## src/rtl/vda_word_encoder.sv

```systemverilog
// Command FIFO feeding a repeating 17-bit word emitter for the VDA decoder.
// Each command {rpt, cond, op} is presented as {cond, op} rpt+1 times.
module vda_word_encoder #(
    parameter int DEPTH = 4
) (
    input  logic        clk,
    input  logic        rst_n,
    input  logic        cmd_valid,
    output logic        cmd_ready,
    input  logic [5:0]  cmd_op,
    input  logic [10:0] cmd_cond,
    input  logic [1:0]  cmd_rpt,
    input  logic        flush,
    output logic        word_valid,
    input  logic        word_ready,
    output logic [16:0] word,
    output logic [7:0]  word_cnt,
    output logic        busy
);

    localparam int AW = $clog2(DEPTH);
    localparam logic [AW:0] FULL = (AW+1)'(DEPTH);

    typedef enum logic {
        IDLE,
        SEND
    } state_t;

    logic [18:0]   mem_q [DEPTH];
    logic [AW-1:0] wptr_q, rptr_q;
    logic [AW:0]   cnt_q, cnt_d;
    state_t        state_q;
    logic [16:0]   word_q;
    logic [1:0]    rep_q;
    logic [7:0]    wcnt_q, wcnt_d;

    logic        fifo_empty;
    logic        push;
    logic        pop;
    logic        hs;
    logic [18:0] head;

    assign fifo_empty = (cnt_q == '0);
    assign cmd_ready  = (cnt_q != FULL);
    assign push       = cmd_valid & cmd_ready & ~flush;
    assign hs         = (state_q == SEND) & word_ready;
    // Pop on idle-with-data, or when the last repeat of the current word is taken.
    assign pop        = ~flush & ~fifo_empty &
                        ((state_q == IDLE) | (hs & (rep_q == 2'd0)));
    assign head       = mem_q[rptr_q];

    always_comb begin
        cnt_d = cnt_q;
        case ({push, pop})
            2'b10:   cnt_d = cnt_q + (AW+1)'(1);
            2'b01:   cnt_d = cnt_q - (AW+1)'(1);
            default: cnt_d = cnt_q;
        endcase
    end

    always_comb begin
        wcnt_d = wcnt_q;
        if (hs && wcnt_q != 8'hFF) begin
            wcnt_d = wcnt_q + 8'd1;
        end
    end

    always_ff @(posedge clk) begin
        if (push) begin
            mem_q[wptr_q] <= {cmd_rpt, cmd_cond, cmd_op};
        end
    end

    always_ff @(posedge clk) begin
        if (!rst_n) begin
            wptr_q  <= '0;
            rptr_q  <= '0;
            cnt_q   <= '0;
            state_q <= IDLE;
            word_q  <= '0;
            rep_q   <= '0;
            wcnt_q  <= '0;
        end else begin
            wcnt_q <= wcnt_d;
            if (flush) begin
                wptr_q  <= '0;
                rptr_q  <= '0;
                cnt_q   <= '0;
                state_q <= IDLE;
                rep_q   <= '0;
            end else begin
                cnt_q <= cnt_d;
                if (push) begin
                    wptr_q <= wptr_q + AW'(1);
                end
                if (pop) begin
                    rptr_q <= rptr_q + AW'(1);
                end
                case (state_q)
                    IDLE: begin
                        if (pop) begin
                            word_q  <= head[16:0];
                            rep_q   <= head[18:17];
                            state_q <= SEND;
                        end
                    end
                    SEND: begin
                        if (word_ready) begin
                            if (rep_q != 2'd0) begin
                                rep_q <= rep_q - 2'd1;
                            end else if (pop) begin
                                word_q <= head[16:0];
                                rep_q  <= head[18:17];
                            end else begin
                                state_q <= IDLE;
                            end
                        end
                    end
                    default: state_q <= IDLE;
                endcase
            end
        end
    end

    assign word_valid = (state_q == SEND);
    assign word       = word_q;
    assign word_cnt   = wcnt_q;
    assign busy       = ~fifo_empty | word_valid;

endmodule

```

## config.mk

```make
export PLATFORM = sky130hd
export DESIGN_NAME = vda_word_encoder
export DESIGN_NICKNAME = d
export VERILOG_FILES = /design/src/rtl/vda_word_encoder.sv
export SDC_FILE = /design/constraint.sdc
export NUM_CORES = 1
export LEC_CHECK = 0
export BUFFER_PORTS_ARGS = -buffer_cell sky130_fd_sc_hd__buf_4
export CAP_MARGIN = 20
export CORE_MARGIN = 5
export CORE_UTILIZATION = 25
export CTS_CLUSTER_SIZE = 20
export DETAILED_ROUTE_END_ITERATION = 12
export PLACE_DENSITY_LB_ADDON = 0.2
export SYNTH_ARGS = -nofsm -noshare
export SYNTH_HDL_FRONTEND = slang
export SYNTH_SLANG_ARGS = --single-unit
```

## constraint.sdc

```tcl
create_clock -name clk -period 3.3 [get_ports clk]
set_clock_uncertainty 0.15 [all_clocks]
set_input_delay 0.165 -clock clk [delete_from_list [all_inputs] [get_ports clk]]
set_output_delay 0.165 -clock clk [all_outputs]
set_load 0.005 [all_outputs]
```

* After elaboration in Yosys (flattened, before gate mapping)
Memories as Yosys holds them, arrays and structs flattened. A register that Yosys moved wholly into a read port is not among the register bits. Index checks and enable logic that the tools add are counted.
Operators by class: add/subtract/negate cells 6, eq/ne operators 6, multiplexer cells 17, bitwise gates (word level) 12, reduce and logical (&&, ||, !) cells 7
Operators with widths (number):
- 17-bit 2-to-1 mux | 3
- 17-bit case mux with 2 select lines | 1
- 2-bit 2-to-1 mux | 5
- 8-bit by 1-bit adder with 8-bit output, second input constant | 1
- 8-bit inequality test, second input constant | 1
- 1-bit AND | 6
- 3-bit case mux with 2 select lines | 1
- 1-bit 2-to-1 mux | 5
- 2-bit by 1-bit adder with 2-bit output, second input constant | 2
- 2-bit inequality test, second input constant | 2
- 1-bit inverter | 4
- 2-bit case mux with 2 select lines | 1
- 2-bit nonzero test | 2
- 3-bit by 1-bit adder with 3-bit output, second input constant | 1
- 3-bit logical NOT | 1
- 3-bit inequality test, second input constant | 1
- 3-bit AND reduction | 1
- 3-bit by 1-bit subtractor with 3-bit output, second input constant | 1
- 2-bit by 1-bit equality test with 1-bit output, second input constant | 1
- 2-bit equality test, second input constant | 1
- 2-bit logical NOT | 1
- 1-bit OR | 2
- 1-bit case mux with 2 select lines | 1
- 2-bit OR reduction | 1
- 2 further kinds | 2
Storage, ports and cells: bits in registers 35, memory bits (writable) 76, output and inout port bits 28, logic and storage cells 56, memories 1
Memories:
- mem_q | words 4, bits a word 19, read ports 1, clocked after memory_dff 1, wr ports 1, line 29 | logic [18:0] mem_q [DEPTH];

* Depth between registers and ports, before layout
depth after elaboration 8, mapped depth 10, depth with buffers taken out 10

* Least setup slack after synthesis
No wires, ideal clock.
path type flip-flop to flip-flop, start register rep_q[1], end register cnt_q[2], library setup time 0.071 ns, arrival time 2.400 ns, slack 0.679 ns, stages on the path, launching flop included 10, buffers on the path 1, clock period less this slack 2.621 ns, cells stage by stage dfxtp_1 or3b_4 a211oi_4 buf_6 ha_1 inv_1 fa_1 xor2_1 or3_1 a21oi_1
On the way: cells in the longest elaborated chain, start to end 6
Ends and longest elaborated chain:
- from (decl) | line 34 | logic [1:0] rep_q;
- from (signal assigned) | line 103 | rep_q <= head[18:17];
- from (signal assigned) | line 110 | rep_q <= rep_q - 2'd1;
- from (signal assigned) | line 113 | rep_q <= head[18:17];
- 2-bit logical NOT * | line 49 | ((state_q == IDLE) | (hs & (rep_q == 2'd0)));
- 1-bit AND * | line 49
- 1-bit OR * | line 49
- 1-bit AND * | line 48 | assign pop = ~flush & ~fifo_empty &
- via pop | line 39 | logic pop;
- 2-bit by 1-bit equality test with 1-bit output / 2-bit equality test (equally long branches) | line 54 | case ({push, pop})
- 3-bit case mux with 2 select lines / 2-bit nonzero test (equally long branches)
- to (signal assigned) | line 92 | cnt_q <= cnt_d;
- to (decl) | line 31 | logic [AW:0] cnt_q, cnt_d;
Mark *: on every way through the listed nets, which the timed path passes. The rest lies on a longest branch. A chain may end at the register's enable or synchronous reset.

* Worst setup path in the final report
start input word_ready, end register cnt_q[2]
On the way: cells in the longest elaborated chain, start to end 6
Ends and longest elaborated chain:
- from (decl) | line 15 | input logic word_ready,
- 1-bit AND * | line 46 | assign hs = (state_q == SEND) & word_ready;
- 1-bit AND * | line 49
- 1-bit OR * | line 49
- 1-bit AND * | line 48
- 2-bit by 1-bit equality test with 1-bit output / 2-bit equality test (equally long branches) | line 54
- 3-bit case mux with 2 select lines / 2-bit nonzero test (equally long branches)
Every way passes the cells marked *; elsewhere a longest branch is shown, timed or not.

==> out/metrics.yaml <==
synthesis:
  async_flop_share_pct: 0
  synth_cell_type_count: 40
  synth_ff_type: "edfxtp_1"
  synth_area_per_cell_um2: 16.4
  seq_area_frac_synth_pct: 69.5
  synthTopCellsByArea: "edfxtp_1 52%, dfxtp_1 17%, mux4_2 9.8%, mux2i_1 4.1%, nor2_1 2.5%"
  synth_top_area_share_pct: 52.5
  synth_area_mm2: 0.00435
  ys_seq_elements: 113
  yosysWarningCount: 0
  synth_nets: 297
  synth_cells: 266
  synth_area_leader_cell: "edfxtp_1"
  synth_edf_count: 76
hold_path:
  worstHoldStart: "flush"
  min-delay-path-class: "primary input to register"
  hold_path_end: "rep_q[0]"
  whs_path_depth: 3
sta:
  hold_viol_final: 0
  min_period_over_period_pct: 76.7
  layout_min_cycle_time_ns: 2.53
  rsz0062_at_grt: "false"
  fin_ws_ns: 0.770
  finalSetupTns_ns: 0
  slew_violations: 0
  setup_violations: 0
  timing.fmax_mhz: 395
  slew_headroom_pct: 35.2
  tightest_slew_ns: 0.970
floorplan:
  chipHeight_um: 142
  num_rows: 48
  start_util_pct: 25.3
  die-area_mm2: 0.0201
  die_w_um: 142
  io_pins: 52
  core-area_mm2: 0.0172
drt:
  via_count: 2481
  initialDrtViolationCount: 142
  ant_nets: 0
  wirelength_um: 9140
  viasPerCell: 4.18
  drcViolationCount: 0
  wl_per_cell_um: 15.4
  first_pass_iters: 4
grt:
  gr-total-overflow: 0
  antenna_found_initial: 0
  grt_first_pass_wirelength_um: 14500
  grt_pass1_vias: 2601
  grt_max_degree: 25
  grt_use_total_pct: 9.81
critical_path:
  reg2reg_from: "cnt_q[2]"
  cp-end-kind: "register"
  cp.arrival_ns: 2.71
  cp_max_fo: 4
  worstPathRequired_ns: 3.48
  criticalPathCategory: "primary input to register"
  r2r_setup_slack_ns: 0.79
  rr_endpoint: "cnt_q[2]"
  r2r_cells: 10
  startpoint_type: "primary input"
finish:
  stdcell_count: 593
  nets: 386
  drive_above_1_share_pct: 31.0
  areaGrowthSynthToFinish_pct: 34.5
  n_fill_cell: 1703
  post-route-util_pct: 34.1
  diodes: 0
  final_common_cell: "edfxtp_1"
  final_cell_mix: "76 x edfxtp_1, 57 x buf_4, 37 x dfxtp_1"
  design_area_mm2: 0.00585
status:
  status: "finished clean"
pwr:
  peakVddDrop_mv: 0.432
  power_leakage_nw: 2.03
  power_density_mw_per_mm2: 606
clock_tree:
  cts_max_level: 4
  clk_pin_slew_ns: 0.05
  postCtsResizedCells: 0
  cts_tree: "yes"
  cts.sinks: 113
  cts_buffer_depth: 2
  root_buffer: "clkbuf_16"
  numCtsBuffers: 17
  insertion_delay_ns: 0.41
placement:
  place.detailed.hpwl_um: 5640
  dp_cells: 539
  pre_cts_ws_ns: 0.783
  gp_congestion: 0.711
  placed_area_mm2: 0.00502
  place.port_buffers: 51
job:
  drv_cap: 0
cell type report:
| cell class | count | area (um^2) | area share [%] |
|---|---|---|---|
| clock buffer | 21 | 470 | 8.04 |
| clock inverter | 11 | 135 | 2.31 |
| inverter | 8 | 30.0 | 0.513 |
| multi-input combinational | 135 | 1240 | 21.2 |
| sequential | 113 | 3020 | 51.7 |
| tap | 225 | 282 | 4.81 |
| timing repair buffer | 80 | 668 | 11.4 |
Yosys cell counts, drive strengths merged (2+ instances only):
library cell	number
a21oi	11
and2	5
buf	5
clkbuf	5
dfxtp	37
edfxtp	76
ha	6
inv	8
mux2i	18
mux4	19
nand2	6
nand2b	2
nand3	4
nand4	2
nor2	29
nor3	3
o21a	2
o21ai	3
o31ai	2
or3	2
or3b	2
or4	2
xnor2	2
xor2	4
state kept, by name, indices dropped and copies added, names as in the netlist, named ones only:
name        cells
word           17
word_cnt        8
word_valid      1
cnt_q           3
wptr_q          2
rptr_q          2
rep_q           2
mem_q          76
timing repair:
item | 4_1_cts | 5_1_grt
buffers inserted | 0 | 0
hold endpoints to repair | 79 | 0
hold buffers | 22 | 0
where the power goes:
| group | total (mW) | switching (mW) | internal [mW] |
|---|---|---|---|
| Sequential | 1.55 | 0.0110 | 1.54 |
| Clock | 1.85 | 0.609 | 1.24 |
| Combinational | 0.148 | 0.0688 | 0.0788 |
metal layers:
| layer | track usage (%) | up-vias | share of wire [%] |
|---|---|---|---|
| met4 | 4.39 | 0 | 2.0 |
| li1 | - | 1190 | - |
| met5 | 0 | - | 0 |
| met2 | 15.8 | 52 | 50 |
| met3 | 4.01 | 18 | 5.1 |
| met1 | 11.5 | 1221 | 43 |
stage by stage:
step | total power [mW] | hold WS, ns
2_1_floorplan | 1.64 | 0.114
4_1_cts | 3.60 | 0.0125
6_report | 3.54 | 0.0366
3_3_place_gp | 1.71 | 0.216
5_1_grt | 3.68 | 0.0759
3_5_place_dp | 1.71 | 0.219
how the worst max path moves through the flow:
stage / startpoint / to / slack, ns / cells past startpoint
2_1_floorplan: rep_q[1] / cnt_q[2] / 0.68 / 9
3_3_place_gp: cnt_q[0] / cnt_q[2] / 0.87 / 10
3_5_place_dp: cnt_q[2] / cnt_q[2] / 0.78 / 10
4_1_cts: cnt_q[2] / cnt_q[2] / 0.76 / 10
5_1_grt: cnt_q[2] / cnt_q[2] / 0.62 / 10
6_report: word_ready / cnt_q[2] / 0.77 / 10
kinds of logic (layout without fill, tap and decap cells):
family	after synthesis	after routing	share of synthesized area, %
DFF	113	113	69.5
and+or+nand+nor	60	60	6.99
muxes	38	38	14.2
AOI/OAI and AO/OA	24	24	3.91
buffers and inverters	18	120	1.98
adders and majority gates	7	7	2.19
xor gates and xnor gates	6	6	1.21
critical path, cell delays in order:
cell	delay, ns
dlygate4sd3_1	0.53
buf_4	0.11
or3b_4	0.40
a211oi_4	0.26
ha_1	0.22
inv_1	0.06
fa_1	0.37
xor2_1	0.15
or3_1	0.30
a21oi_1	0.14
(Power assumes the default switching activity.)
